## src/rtl/async_fifo_write_ctrl_gen2.sv

```systemverilog
// Write-side controller for the dual-clock flop FIFO: binary/Gray write pointer,
// read-pointer synchroniser, and registered full/almost-full/level/overflow status.
module async_fifo_write_ctrl_gen2 #(
  parameter int unsigned ADDR_BITS    = 3,
  parameter int unsigned SYNC_STAGES  = 2,
  parameter int unsigned AFULL_THRESH = 6
) (
  input  logic                 clk,
  input  logic                 reset,
  input  logic                 fifo_push,
  input  logic [ADDR_BITS:0]   read_gcode_ptr,
  input  logic                 clear_overflow,
  output logic                 write_mem_en,
  output logic [ADDR_BITS-1:0] write_memory_addr,
  output logic [ADDR_BITS:0]   write_gcode_ptr,
  output logic                 fifo_full,
  output logic                 fifo_almost_full,
  output logic [ADDR_BITS:0]   fifo_wr_level,
  output logic                 fifo_overflow
);

  localparam int unsigned PW = ADDR_BITS + 1;
  localparam logic [PW-1:0] AFULL_LVL = PW'(AFULL_THRESH);

  logic [PW-1:0] wbin;
  logic [PW-1:0] wbin_next;
  logic [PW-1:0] gray_next;
  logic [PW-1:0] sync_q [SYNC_STAGES];
  logic [PW-1:0] rptr_sync;
  logic [PW-1:0] rbin_sync;
  logic [PW-1:0] full_gray;
  logic [PW-1:0] level_next;
  logic          push_ok;

  // Strobe is held low while reset is asserted so no memory write can slip through.
  always_comb begin
    push_ok           = fifo_push & ~fifo_full & ~reset;
    write_mem_en      = push_ok;
    write_memory_addr = wbin[ADDR_BITS-1:0];
  end

  always_comb begin
    wbin_next = wbin + {{(PW-1){1'b0}}, push_ok};
    gray_next = wbin_next ^ (wbin_next >> 1);
  end

  always_comb begin
    rptr_sync = sync_q[SYNC_STAGES-1];
    rbin_sync = '0;
    for (int unsigned i = 0; i < PW; i++) begin
      rbin_sync[i] = ^(rptr_sync >> i);
    end
    full_gray  = {~rptr_sync[PW-1:PW-2], rptr_sync[PW-3:0]};
    level_next = wbin_next - rbin_sync;
  end

  always_ff @(posedge clk or posedge reset) begin
    if (reset) begin
      for (int unsigned i = 0; i < SYNC_STAGES; i++) begin
        sync_q[i] <= '0;
      end
    end else begin
      sync_q[0] <= read_gcode_ptr;
      for (int unsigned i = 1; i < SYNC_STAGES; i++) begin
        sync_q[i] <= sync_q[i-1];
      end
    end
  end

  always_ff @(posedge clk or posedge reset) begin
    if (reset) begin
      wbin             <= '0;
      write_gcode_ptr  <= '0;
      fifo_full        <= 1'b0;
      fifo_almost_full <= 1'b0;
      fifo_wr_level    <= '0;
      fifo_overflow    <= 1'b0;
    end else begin
      wbin             <= wbin_next;
      write_gcode_ptr  <= gray_next;
      fifo_full        <= (gray_next == full_gray);
      fifo_wr_level    <= level_next;
      fifo_almost_full <= (level_next >= AFULL_LVL);
      if (fifo_push & fifo_full) begin
        fifo_overflow <= 1'b1;
      end else if (clear_overflow) begin
        fifo_overflow <= 1'b0;
      end
    end
  end

endmodule
```

## config.mk

```make
export PLATFORM = sky130hd
export DESIGN_NAME = async_fifo_write_ctrl_gen2
export DESIGN_NICKNAME = d
export VERILOG_FILES = /design/src/rtl/async_fifo_write_ctrl_gen2.sv
export SDC_FILE = /design/constraint.sdc
export NUM_CORES = 1
export LEC_CHECK = 0
export CAP_MARGIN = 20
export CORE_UTILIZATION = 42
export DETAILED_ROUTE_END_ITERATION = 8
export GPL_TIMING_DRIVEN = 0
export PLACE_DENSITY = 0.73
export RECOVER_POWER = 100
export SYNTH_ARGS = -nofsm -noshare
export SYNTH_HDL_FRONTEND = slang
export SYNTH_SLANG_ARGS = --single-unit
```

## constraint.sdc

```tcl
create_clock -name clk -period 2.1 [get_ports clk]
set_clock_uncertainty 0.15 [all_clocks]
set_input_delay 0.525 -clock clk [delete_from_list [all_inputs] [get_ports clk]]
set_output_delay 0.525 -clock clk [all_outputs]
set_load 0.005 [all_outputs]
```

== Word-level counts from Yosys, hierarchy flattened ==
Index checks and enable logic that the tools add are counted.

* Register bits after elaboration: 23
* Input port bits: 8
* Output and inout port bits: 15
* Logic and storage cells: 26

* Add/sub/neg operators: 2
* $lt $le $gt $ge: 1
* Equality and inequality tests: 1
* Mux-type cells: 2
* Bitwise logic cells: 7
* Reduce and logical (&&, ||, !) cells: 5

{| class="wikitable"
|+ Operators with widths
! cell !! number
|-
| $reduce_xor A4 Y1 || 4
|-
| $add A4 B1 Y4 || 1
|-
| $eq A4 B4 Y1 || 1
|-
| $ge A4 B3 Y1 const B || 1
|-
| $sub A4 B4 Y4 || 1
|-
| $xor A4 B3 Y4 || 1
|-
| $and A1 B1 Y1 || 3
|-
| $mux W1 || 2
|-
| $not A1 Y1 || 2
|-
| $not A2 Y2 || 1
|-
| $reduce_bool A2 Y1 || 1
|}

== Depth between registers and ports, before layout ==
* Depth in word-level cells: 6
* Mapped depth: 9
* Depth with buffers taken out: 9

== Least setup slack after synthesis ==
No wires, ideal clock.

* Path kind: input to register
* Start: input reset
* End: register fifo_almost_full
* Setup time: 0.118 ns
* Arrival time: 2.399 ns
* Data required time: 1.832 ns
* Setup slack: -0.567 ns
* Cell stages on the path: 9
* Buffers on the path: 0
* Cell sequence: nor3b_1 -> ha_1 -> ha_1 -> xor2_2 -> ha_1 -> a21oi_1 -> o21ai_0 -> xor3_1 -> a21o_1

* Cells in the longest elaborated chain, start to end: 5

{| class="wikitable"
|+ Ends and longest elaborated chain
! what !! RTL line !! text
|-
| start: declaration || 9 || <nowiki>input logic reset,</nowiki>
|-
| $not A1 Y1 || 37 || <nowiki>push_ok = fifo_push & ~fifo_full & ~reset;</nowiki>
|-
| $and A1 B1 Y1 || 37 ||
|-
| $add A4 B1 Y4 || 43 || <nowiki>wbin_next = wbin + {{(PW-1){1'b0}}, push_ok};</nowiki>
|-
| via wbin_next[2] || 26 || <nowiki>logic [PW-1:0] wbin_next;</nowiki>
|-
| $sub A4 B4 Y4 || 54 || <nowiki>level_next = wbin_next - rbin_sync;</nowiki>
|-
| via level_next[3] || 32 || <nowiki>logic [PW-1:0] level_next;</nowiki>
|-
| $ge A4 B3 Y1 || 83 || <nowiki>fifo_almost_full <= (level_next >= AFULL_LVL);</nowiki>
|-
| end signal: assignment || 83 ||
|-
| end: declaration || 17 || <nowiki>output logic fifo_almost_full,</nowiki>
|}

The timed path passes the listed nets, and every way through them passes these cells.
A chain may end at the register's enable or synchronous reset.

== Worst setup path in the final report ==
* Start: register fifo_full
* End: register fifo_almost_full

* Cells in the longest elaborated chain, start to end: 6

{| class="wikitable"
|+ Ends and longest elaborated chain
! what !! RTL line !! text
|-
| start: declaration || 16 || <nowiki>output logic fifo_full,</nowiki>
|-
| start signal: assignment || 81 || <nowiki>fifo_full <= (gray_next == full_gray);</nowiki>
|-
| $not A1 Y1 || 37 ||
|-
| $and A1 B1 Y1 (2 in series) || 37 ||
|-
| $add A4 B1 Y4 || 43 ||
|-
| via wbin_next[2] || 26 ||
|-
| $sub A4 B4 Y4 || 54 ||
|-
| via level_next[3] || 32 ||
|-
| $ge A4 B3 Y1 || 83 ||
|}

The timed path passes the listed nets, and every way through them passes these cells.

==> results.md <==
* Run status: finished with violations
* Violations in the final reports: setup timing
* DRC viols at 0
* Seq cells post-synth at 22
* Count leader, synth: dfrtp_1
* CP required at 2.14 ns
* Synth area leaders: dfrtp_1 62%, ha_1 7.1%, xnor2_1 5.0%
* Seq/Total Area, Yosys at 62.2%
* Slew of the pin with the lowest slew margin at 0.805 ns
* GRT Total Usage at 14.1%
* TritonCTS Buffers at 3
* Slew Limit Fails at 0
* Final worst setup slack at -0.157 ns
* Iter 0 DRT Violations at 1
* Cell count after synthesis at 62
* DRT Pass-1 Iters at 2
* Syn. warnings at 0
* Ant diodes at 0
* Pwr Total at 1910 uW
* Setup crit end kind: register
* Bufs on Longest Clock Path at 2
* Cell Area, Synth at 885 sq um
* Worst slew margin at 46.3%
* CTS tree: done
* Crit-path leading delay family: adder cells
* CP Buf/Inv Count at 0
* Synth area leader: dfrtp_1
* Die area at 0.00229 sq mm
* Largest fanout on the critical path at 3
* Cell mode on critical path: ha_4
* Mapped Nets at 76
* Initial Util at 45.1%
* Fin crit period at 2.26 ns
* Clock transition at the registers of the reported paths at 0.11 ns
* CP Data Arrival Time at 2.30 ns
* Period utilization at 107%
* Endpoints failing setup at 3
* # port buffers at 22
* Number of max-cap violations at 0
* Syn-to-layout area delta at 48.7%
* Kind of critical path: register to register
* Clock sinks at 22
* Core Box Area at 0.00196 sq mm
* Slowest CP cell: dfrtp_1
* Die height at 47.9 um
* Worst-Skew Late Latency at 0.30 ns
* Synth cell count leaders: 22 x dfrtp_1, 8 x inv_1, 5 x ha_1, 5 x xnor2_1, 5 x xor2_1
* RSZ-0062 raised after global routing: yes
* Routed WL at 1.48 mm
* Width of the chip at 47.9 um
* DR vias/cell at 4.48
* Detailed Place HPWL at 998 um
* First-pass GRT wire length at 2.08 mm
* DR vias at 551
* Largest net degree at the start of global routing at 23
* Hold Fails Final Rpt at 0
* Primary FF master, synth: dfrtp_1
* Fraction of layout cells with a size suffix above 1 at 27.1%
* CTS H-tree depth at 1
* Final GP Congestion at 0.677
* Power per cell area at 1450 mW/mm^2
* Place WS at -0.900 ns
* Final core occ at 67.0%
* Startpoint types: register
* Lkg Pwr at 0.000592 uW
* Vias in the first global route at 504
* Initial antenna violation count at 0
* Row cnt at 16
* F_max at 443 MHz
* Crit-path max cell delay at 0.43 ns
* Synth async-reset ratio at 100%
* Final nets at 112
* GRT overflow at 0
* Yosys cell types at 17
* Final ANT Viol Nets at 0
* Number of synthesized flops with an enable pin at 0
* Syn Area/Cell at 14.3 sq um
* Crit path cell chain: nor3b_4 > ha_4 > ha_4 > xor2_4 > ha_4 > a21oi_2 > o21ai_2 > xor3_1 > a21o_1
* Num ports at 23
* WL/cell at 12.0 um
* Top cell type's share of synthesized area at 62.2%
* CTS root buf: clkbuf_4
* Worst VDD drop at 0.000839 V
* Hold WC Path Type: register to register
## flip-flops by register name, summed over array words and instances (netlist names)
register / flops
wbin: 4
fifo_wr_level: 4
fifo_almost_full: 1
fifo_full: 1
rptr_sync: 4
write_gcode_ptr: 3
sync_q: 4
fifo_overflow: 1
## repair_timing
| action | CTS | global route |
|---|---|---|
| gates cloned | 0 | 0 |
| pin swaps | 4 | 5 |
| setup buffers | 6 | 3 |
| gates resized for setup | 11 | 3 |
| hold buffers | 0 | 0 |
| endpoints found under the setup margin | 6 | 5 |
## kinds of logic after synthesis
family          count (synthesis)  share of synthesized area (%)
compound gates                  5                           3.39
xor+xnor                       13                           16.3
fa+ha+maj                       6                           9.34
buf+inv                         8                           3.39
flops                          22                           62.2
simple gates                    8                           5.38
## layout make-up
| type | count | area, sq um |
|---|---|---|
| tap | 27 | 33.8 |
| multi-input combinational | 32 | 392 |
| clock buffer | 3 | 22.5 |
| timing repair buffer | 31 | 285 |
| inverter | 8 | 30.0 |
| sequential | 22 | 552 |
| fill | 146 | 647 |
## per-stage QoR
step	hold WS, ns	cell area, sq um	setup TNS, ns	instances
2_1_floorplan	0.181	938	-0.522	62
3_3_place_gp	0.182	1190	-3.95	111
3_5_place_dp	0.185	1190	-4.37	111
4_1_cts	0.211	1280	-0.323	120
5_1_grt	0.215	1320	-0.726	123
6_report	0.209	1320	-0.419	123
## cells in the final DEF, fill, tap and decap left out, types with 3 or more instances in the layout
| cell type | count |
|---|---|
| xor2_1 | 4 |
| dfrtp_1 | 21 |
| clkbuf_4 | 3 |
| clkdlybuf4s50_1 | 14 |
| xnor2_1 | 4 |
| inv_1 | 8 |
| buf_4 | 8 |
| ha_4 | 3 |
| dlygate4sd3_1 | 5 |
## path summary, 6_finish.rpt
| kind | end | startpoint | cells past startpoint | slack [ns] |
|---|---|---|---|---|
| max in group asynchronous | rptr_sync[3] | reset | 2 | 1.00 |
| max reg2reg | fifo_almost_full | fifo_full | 9 | -0.16 |
| min | rptr_sync[0] | sync_q[4] | 0 | 0.21 |
| min in group asynchronous | wbin[0] | reset | 2 | 0.25 |
| max | fifo_almost_full | fifo_full | 9 | -0.16 |
| min reg2reg | rptr_sync[0] | sync_q[4] | 0 | 0.21 |
## metal layers
metal	part of all wire (%)	GRT usage, %
met1	41	14.6
met2	52	24.9
met4	2.6	10.0
met3	4.1	3.40
met5	0	0
## power breakdown
| part | internal, uW | leakage, uW | switching (uW) |
|---|---|---|---|
| sequential | 575 | 0.000260 | 90.2 |
| clock | 66.8 | 0.0000138 | 113 |
| combinational | 648 | 0.000318 | 417 |
No activity file was read; power rests on OpenSTA's default activity.
